**src/rtl/pid_pkg.sv**
```systemverilog
// -----------------------------------------------------------------------------
// pid_pkg
// Shared definitions for the pid_host register-load / iterate driver:
//   - pid_host_state_t : FSM state encoding used by pid_host
//   - PID_ADDR_KP/KI   : pid core register addresses for the gain registers
//   - PID_D_WIDTH/PID_Q_BITS : default data width and gain fractional bits
// -----------------------------------------------------------------------------
package pid_pkg;

    localparam int PID_D_WIDTH = 16;
    localparam int PID_Q_BITS  = 13;

    localparam int PID_ADDR_KP = 0;
    localparam int PID_ADDR_KI = 1;

    typedef enum logic [2:0] {
        ST_IDLE  = 3'd0,
        ST_WR_KP = 3'd1,
        ST_WR_KI = 3'd2,
        ST_READY = 3'd3,
        ST_RUN   = 3'd4
    } pid_host_state_t;

endpackage

```
**src/rtl/pid_plant_acc.sv**
```systemverilog
// -----------------------------------------------------------------------------
// pid_plant_acc
// Integrating plant model: on each rising edge of pid_out_valid (while enabled)
// adds pid_out into the signed measurement and pulses sample_valid for one
// cycle alongside the new value.
//
// Build option: PID_HOST_SAT_EN defined -> the sum saturates to the signed
// D_WIDTH range; undefined -> two's-complement wrap.
//
// Ports:
//   clk, rstb        clock, asynchronous active-low reset
//   enable           accept updates (host in READY or RUN)
//   pid_out_valid    valid from pid core (level or pulse; edge detected here)
//   pid_out          signed control output from pid core
//   measurement      signed plant state
//   sample_valid     one-cycle pulse when measurement updates
// -----------------------------------------------------------------------------
module pid_plant_acc #(
    parameter int D_WIDTH = 16
) (
    input  logic                      clk,
    input  logic                      rstb,
    input  logic                      enable,
    input  logic                      pid_out_valid,
    input  logic signed [D_WIDTH-1:0] pid_out,
    output logic signed [D_WIDTH-1:0] measurement,
    output logic                      sample_valid
);

    logic valid_q;
    logic rise;

    function automatic logic signed [D_WIDTH-1:0] plant_sum(
        input logic signed [D_WIDTH-1:0] a,
        input logic signed [D_WIDTH-1:0] b
    );
`ifdef PID_HOST_SAT_EN
        logic signed [D_WIDTH:0] s;
        s = {a[D_WIDTH-1], a} + {b[D_WIDTH-1], b};
        // Sign bit and next bit disagree only on overflow; clamp toward the sign.
        if (s[D_WIDTH] != s[D_WIDTH-1]) begin
            return s[D_WIDTH] ? {1'b1, {(D_WIDTH-1){1'b0}}}
                              : {1'b0, {(D_WIDTH-1){1'b1}}};
        end
        return s[D_WIDTH-1:0];
`else
        return a + b;
`endif
    endfunction

    // A valid held high for several cycles yields a single update.
    assign rise = pid_out_valid & ~valid_q;

    always_ff @(posedge clk or negedge rstb) begin
        if (!rstb) begin
            valid_q      <= 1'b0;
            measurement  <= '0;
            sample_valid <= 1'b0;
        end else begin
            valid_q      <= pid_out_valid;
            sample_valid <= 1'b0;
            if (rise && enable) begin
                measurement  <= plant_sum(measurement, pid_out);
                sample_valid <= 1'b1;
            end
        end
    end

endmodule

```
**src/rtl/pid_host.sv**
```systemverilog
// -----------------------------------------------------------------------------
// pid_host
// Host-side driver for the pid core: on cfg_start loads Kp then Ki through the
// active-low register write port, then asserts iterate enable while run is
// high. Closes the loop with an integrating plant (pid_plant_acc).
//
// Build option: PID_HOST_SAT_EN (see pid_plant_acc) selects saturating plant.
//
// Ports:
//   clk, rstb            clock, asynchronous active-low reset
//   cfg_start            pulse: latch kp_in/ki_in and (re)load gains
//   kp_in, ki_in         gains, Q(D_WIDTH-Q_BITS).Q_BITS
//   run                  level: request closed-loop iteration
//   pid_write_enable     active-low write strobe to pid
//   pid_reg_addr/data    register address/data to pid
//   pid_iterate_enable   iterate enable to pid
//   pid_out, pid_out_valid  control output and valid from pid
//   measurement          signed plant state fed back to pid
//   sample_valid         pulse when measurement updates
//   cfg_done             gains loaded (READY or RUN)
// -----------------------------------------------------------------------------
module pid_host
    import pid_pkg::*;
#(
    parameter int D_WIDTH = PID_D_WIDTH,
    parameter int Q_BITS  = PID_Q_BITS
) (
    input  logic                      clk,
    input  logic                      rstb,
    input  logic                      cfg_start,
    input  logic [D_WIDTH-1:0]        kp_in,
    input  logic [D_WIDTH-1:0]        ki_in,
    input  logic                      run,
    output logic                      pid_write_enable,
    output logic [D_WIDTH-1:0]        pid_reg_addr,
    output logic [D_WIDTH-1:0]        pid_reg_data,
    output logic                      pid_iterate_enable,
    input  logic signed [D_WIDTH-1:0] pid_out,
    input  logic                      pid_out_valid,
    output logic signed [D_WIDTH-1:0] measurement,
    output logic                      sample_valid,
    output logic                      cfg_done
);

    // Gains must leave at least one integer bit (the sign).
    if (Q_BITS < 0 || Q_BITS >= D_WIDTH) begin : g_bad_q_bits
        $error("pid_host: Q_BITS must be in [0, D_WIDTH-1]");
    end

    pid_host_state_t state, state_next;
    logic [D_WIDTH-1:0] kp_q, ki_q;
    logic               cfg_accept;
    logic               plant_en;

    // cfg_start is only honoured outside the write sequence, so latched gains
    // stay stable for both write cycles.
    assign cfg_accept = cfg_start &&
                        (state == ST_IDLE || state == ST_READY || state == ST_RUN);

    always_ff @(posedge clk or negedge rstb) begin
        if (!rstb) state <= ST_IDLE;
        else       state <= state_next;
    end

    // Gain latches are pure data; reset is not needed since they only reach
    // the outputs during WR_* states.
    always_ff @(posedge clk) begin
        if (cfg_accept) begin
            kp_q <= kp_in;
            ki_q <= ki_in;
        end
    end

    // Outputs decode the registered state, so an asynchronous reset forces
    // them (including the write strobe) back to idle values immediately.
    always_comb begin
        state_next         = state;
        pid_write_enable   = 1'b1;
        pid_reg_addr       = '0;
        pid_reg_data       = '0;
        pid_iterate_enable = 1'b0;
        cfg_done           = 1'b0;
        unique case (state)
            ST_IDLE: begin
                if (cfg_start) state_next = ST_WR_KP;
            end
            ST_WR_KP: begin
                pid_write_enable = 1'b0;
                pid_reg_addr     = D_WIDTH'(PID_ADDR_KP);
                pid_reg_data     = kp_q;
                state_next       = ST_WR_KI;
            end
            ST_WR_KI: begin
                pid_write_enable = 1'b0;
                pid_reg_addr     = D_WIDTH'(PID_ADDR_KI);
                pid_reg_data     = ki_q;
                state_next       = ST_READY;
            end
            ST_READY: begin
                cfg_done = 1'b1;
                if (cfg_start)  state_next = ST_WR_KP;
                else if (run)   state_next = ST_RUN;
            end
            ST_RUN: begin
                cfg_done           = 1'b1;
                pid_iterate_enable = 1'b1;
                if (cfg_start)  state_next = ST_WR_KP;
                else if (!run)  state_next = ST_READY;
            end
            default: state_next = ST_IDLE;
        endcase
    end

    // READY included so a valid landing as iteration drops is still taken.
    assign plant_en = (state == ST_READY) || (state == ST_RUN);

    pid_plant_acc #(
        .D_WIDTH (D_WIDTH)
    ) u_plant (
        .clk           (clk),
        .rstb          (rstb),
        .enable        (plant_en),
        .pid_out_valid (pid_out_valid),
        .pid_out       (pid_out),
        .measurement   (measurement),
        .sample_valid  (sample_valid)
    );

endmodule
```
**config.mk**
```make
export PLATFORM = sky130hd
export DESIGN_NAME = pid_host
export DESIGN_NICKNAME = d
export VERILOG_FILES = /design/src/rtl/pid_pkg.sv /design/src/rtl/pid_plant_acc.sv /design/src/rtl/pid_host.sv
export SDC_FILE = /design/constraint.sdc
export NUM_CORES = 1
export LEC_CHECK = 0
export ABC_AREA = 1
export CAP_MARGIN = 20
export CORE_ASPECT_RATIO = 0.5
export CORE_MARGIN = 3
export CORE_UTILIZATION = 45
export CTS_BUF_LIST = sky130_fd_sc_hd__clkbuf_16
export DETAILED_ROUTE_END_ITERATION = 12
export PLACE_DENSITY = 0.87
export SLEW_MARGIN = 20
export SYNTH_ARGS = -nofsm -noshare
export SYNTH_HDL_FRONTEND = slang
export SYNTH_SLANG_ARGS = --single-unit
```
**constraint.sdc**
```tcl
create_clock -name clk -period 3.1 [get_ports clk]
set_input_delay 0.775 -clock clk [delete_from_list [all_inputs] [get_ports clk]]
set_output_delay 0.775 -clock clk [all_outputs]
set_load 0.02 [all_outputs]
```
==> results of run 1 <==
[power breakdown]
group,switching [mW],leakage (nW),internal (mW)
combinational,1.16,1.37,0.855
sequential,0.138,0.565,0.993
clock,0.248,0.0852,0.380
total,1.54,2.01,2.23
[how the worst max path moves through the flow]
| stage | slack [ps] | endpoint | cells past startpoint | startpoint |
|---|---|---|---|---|
| after floorplan | 260 | ki_q[0] | 2 | cfg_start |
| after global placement | 470 | pid_reg_data[1] | 4 | state[2] |
| after detailed placement | 310 | pid_reg_data[3] | 4 | state[2] |
| after CTS | 220 | pid_reg_data[3] | 4 | state[2] |
| after global routing | 130 | pid_reg_data[7] | 4 | state[2] |
| final | 260 | pid_reg_data[3] | 4 | state[2] |
[stage by stage]
stage | instance area [um^2] | utilization [%] | instances | worst slack [ps]
6_report | 4220 | 66.4 | 554 | 255
5_1_grt | 4220 | 66.4 | 554 | 132
4_1_cts | 4220 | 66.4 | 554 | 220
3_5_place_dp | 4050 | 63.6 | 546 | 313
3_3_place_gp | 4050 | 63.6 | 546 | 474
2_1_floorplan | 3160 | - | 385 | 264
[area by class of cell]
cell class / count / share of cell area [%]
inverter: 61 / 5.55
sequential: 53 / 35.2
tap: 88 / 2.61
clock buffer: 5 / 2.97
clock inverter: 3 / 1.01
timing repair buffer: 92 / 22.0
multi-input combinational: 252 / 30.7
[worst max-delay path, stage by stage (launching register included)]
cell and delay (ps):
sky130_fd_sc_hd__dfrtp_1 420, sky130_fd_sc_hd__inv_1 140, sky130_fd_sc_hd__nand3_2 280, sky130_fd_sc_hd__o21ai_0 290, sky130_fd_sc_hd__clkdlybuf4s50_1 650
[synth_stat cells]
cell                       number
sky130_fd_sc_hd__nand2_1      119
sky130_fd_sc_hd__inv_1         60
sky130_fd_sc_hd__edfxtp_1      32
sky130_fd_sc_hd__dfrtp_1       21
sky130_fd_sc_hd__o21ai_0       21
sky130_fd_sc_hd__nand3_1       19
sky130_fd_sc_hd__buf_4         16
sky130_fd_sc_hd__ha_1          15
sky130_fd_sc_hd__nor2_1        15
sky130_fd_sc_hd__nand2_2       11
sky130_fd_sc_hd__a21oi_1       10
sky130_fd_sc_hd__or2_2          5
sky130_fd_sc_hd__nor3_1         4
sky130_fd_sc_hd__nand3b_1       3
sky130_fd_sc_hd__and2_1         2
sky130_fd_sc_hd__xnor2_1        2
sky130_fd_sc_hd__xor2_1         2
sky130_fd_sc_hd__a21oi_2        1
sky130_fd_sc_hd__buf_6          1
sky130_fd_sc_hd__buf_8          1
sky130_fd_sc_hd__clkbuf_1       1
sky130_fd_sc_hd__conb_1         1
sky130_fd_sc_hd__fa_1           1
sky130_fd_sc_hd__inv_6          1
sky130_fd_sc_hd__nand2_4        1
sky130_fd_sc_hd__nand3_2        1
sky130_fd_sc_hd__nand4_1        1
sky130_fd_sc_hd__nor2_2         1
sky130_fd_sc_hd__nor2_8         1
sky130_fd_sc_hd__nor3_2         1
sky130_fd_sc_hd__o21ai_1        1
[kinds of logic after synthesis]
logic type	share of synthesized area, %
flops	47.9
fa+ha+maj	6.69
buf+inv	12.4
other cells	0.121
xor+xnor	1.13
simple gates	26.3
compound gates	5.44
[state kept, by name, indices dropped and copies added (netlist names)]
signal                flops
ki_q                     16
kp_q                     16
u_plant.measurement      16
state                     3
u_plant.sample_valid      1
u_plant.valid_q           1
[per-layer routing]
metal  vias to the layer above  share of wire (%)
met1                      1199                 43
met5                         -                  0
li1                       1330                  -
met4                         0                1.4
met3                        10                8.1
met2                        94                 48
==> insert_results.sql, run 1 <==
INSERT INTO impl_metrics (metric_group, metric, value, unit) VALUES
('worst_hold_path', 'min_delay_worst_endpoint', 'u_plant.measurement[4]', ''),
('detailed_routing', 'post_route_antenna_net_violation_count', '0', ''),
('critical_path', 'setup.worst_path.start_class', 'register', ''),
('floorplan', 'fp.coreArea', '0.00636', 'mm^2'),
('layout', 'seq_area', '0.00149', 'mm^2'),
('cts', 'cts.sinks', '53', ''),
('synth', 'number_of_distinct_library_cell_variants_in_the_gate_level_netlist_after_synthesis', '31', ''),
('detailed_routing', 'drt-initial-drc-count', '204', ''),
('critical_path', 'timing.reg2reg.setup_slack', '1260', 'ps'),
('synth', 'synth_top_area_share', '31.0', '%'),
('layout', 'multi_input_area', '0.00129', 'mm^2'),
('layout', 'n_antenna_cell', '0', ''),
('sta', 'finalHoldViolCount', '0', ''),
('synth', 'synth.top_cells.by_area', 'sky130_fd_sc_hd__edfxtp_1 31%, sky130_fd_sc_hd__dfrtp_1 17%, sky130_fd_sc_hd__nand2_1 14%', ''),
('detailed_routing', 'first_pass_iters', '4', ''),
('floorplan', 'die_area', '0.00799', 'mm^2'),
('placed_design', 'place.detailed.hpwl', '5.28', 'mm'),
('outcome', 'run_status', 'finished clean', ''),
('global_route', 'grtUsageMet1', '21.4', '%'),
('sta', 'post_route_skew', '6.34', 'ps'),
('layout', 'layout.cells.most_common', 'sky130_fd_sc_hd__nand2_1', ''),
('global_route', 'groute.layer.met2.usage', '30.7', '%'),
('detailed_routing', 'post-route-drc-count', '0', ''),
('global_route', 'grt_pass1_vias', '2442', ''),
('pwr', 'cellPowerDensity', '894', 'mW/mm^2'),
('pwr', 'power.ir.vdd_worst', '0.433', 'mV'),
('worst_hold_path', 'start_point_of_the_worst_min_delay_path', 'u_plant.measurement[4]', ''),
('global_route', 'maximum_number_of_pins_on_one_net_before_global_route_repair', '29', ''),
('detailed_routing', 'via_count', '2633', ''),
('critical_path', 'crit_path_max_fanout', '17', ''),
('placed_design', 'gp_congestion', '0.852', ''),
('cts', 'clock_tree.buffer_depth', '2', ''),
('cts', 'cts_hold_buffers', '0', ''),
('pwr', 'power.static_leakage', '2.01', 'nW'),
('detailed_routing', 'wirelength', '6.87', 'mm'),
('layout', 'drive_above_1_share', '7.51', '%'),
('synth', 'yosys.area.top_type', 'sky130_fd_sc_hd__edfxtp_1', ''),
('floorplan', 'start_util', '48.8', '%'),
('synth', 'postSynthRegisterBits', '53', ''),
('sta', 'layout_worst_path_cycle_share', '91.8', '%'),
('sta', 'setup_total_negative_slack', '0', 'ps'),
('sta', 'min_period', '2840', 'ps'),
('placed_design', 'buffer_ports.inserted', '89', ''),
('critical_path', 'crit_end_category', 'primary output', ''),
('cts', 'worst_setup_hold_path_clk_slew', '70', 'ps'),
('floorplan', 'die_h', '64.7', 'um'),
('floorplan', 'io_pins', '105', ''),
('sta', 'rsz0062_at_grt', 'no', ''),
('critical_path', 'worst_setup_path_category', 'register to primary output', ''),
('synth', 'avg_synthesized_cell_area', '8.36', 'um^2'),
('layout', 'finish.net_count', '534', ''),
('critical_path', 'timing.rr.end', 'u_plant.measurement[6]', ''),
('critical_path', 'timing.reg2reg.worst_path_depth', '9', ''),
('critical_path', 'worst-endpoint-arrival', '2070', 'ps'),
('synth', 'yosysWarningCount', '0', ''),
('floorplan', 'row_count', '20', ''),
('global_route', 'grt.overflow.total', '0', ''),
('sta', 'final_setup_violations', '0', ''),
('pwr', 'finalPower', '3.77', 'mW'),
('flow_run', 'maxCapViolations', '0', ''),
('sta', 'worst_hold_slack_across_all_endpoints', '510', 'ps'),
('cts', 'tritoncts', 'yes', ''),
('cts', 'insertion_delay', '290', 'ps'),
('floorplan', 'dieWidth', '123', 'um'),
('detailed_routing', 'route.detailed.vias_per_inst', '4.75', ''),
('global_route', 'track_usage', '17.7', '%'),
('global_route', 'grt_antenna_before_repair', '0', ''),
('critical_path', 'worst_ep_required_time', '2320', 'ps'),
('sta', 'timing.final.max_slew_violations', '0', ''),
('sta', 'highest_clock_rate', '352', 'MHz'),
('global_route', 'grt_pass1_wl', '11.1', 'mm');
Note: power is estimated with default switching activity, not from simulation.
==> inputs of run 2 (changes only) <==
--- a/config.mk
+++ b/config.mk
@@ -13,7 +13,7 @@
 export CTS_BUF_LIST = sky130_fd_sc_hd__clkbuf_16
 export DETAILED_ROUTE_END_ITERATION = 12
 export PLACE_DENSITY = 0.87
-export SLEW_MARGIN = 20
+export SLEW_MARGIN = 25
 export SYNTH_ARGS = -nofsm -noshare
 export SYNTH_HDL_FRONTEND = slang
 export SYNTH_SLANG_ARGS = --single-unit
==> results of run 2 <==
Same layout as run 1: the final DEF is identical, and so are final timing and power.
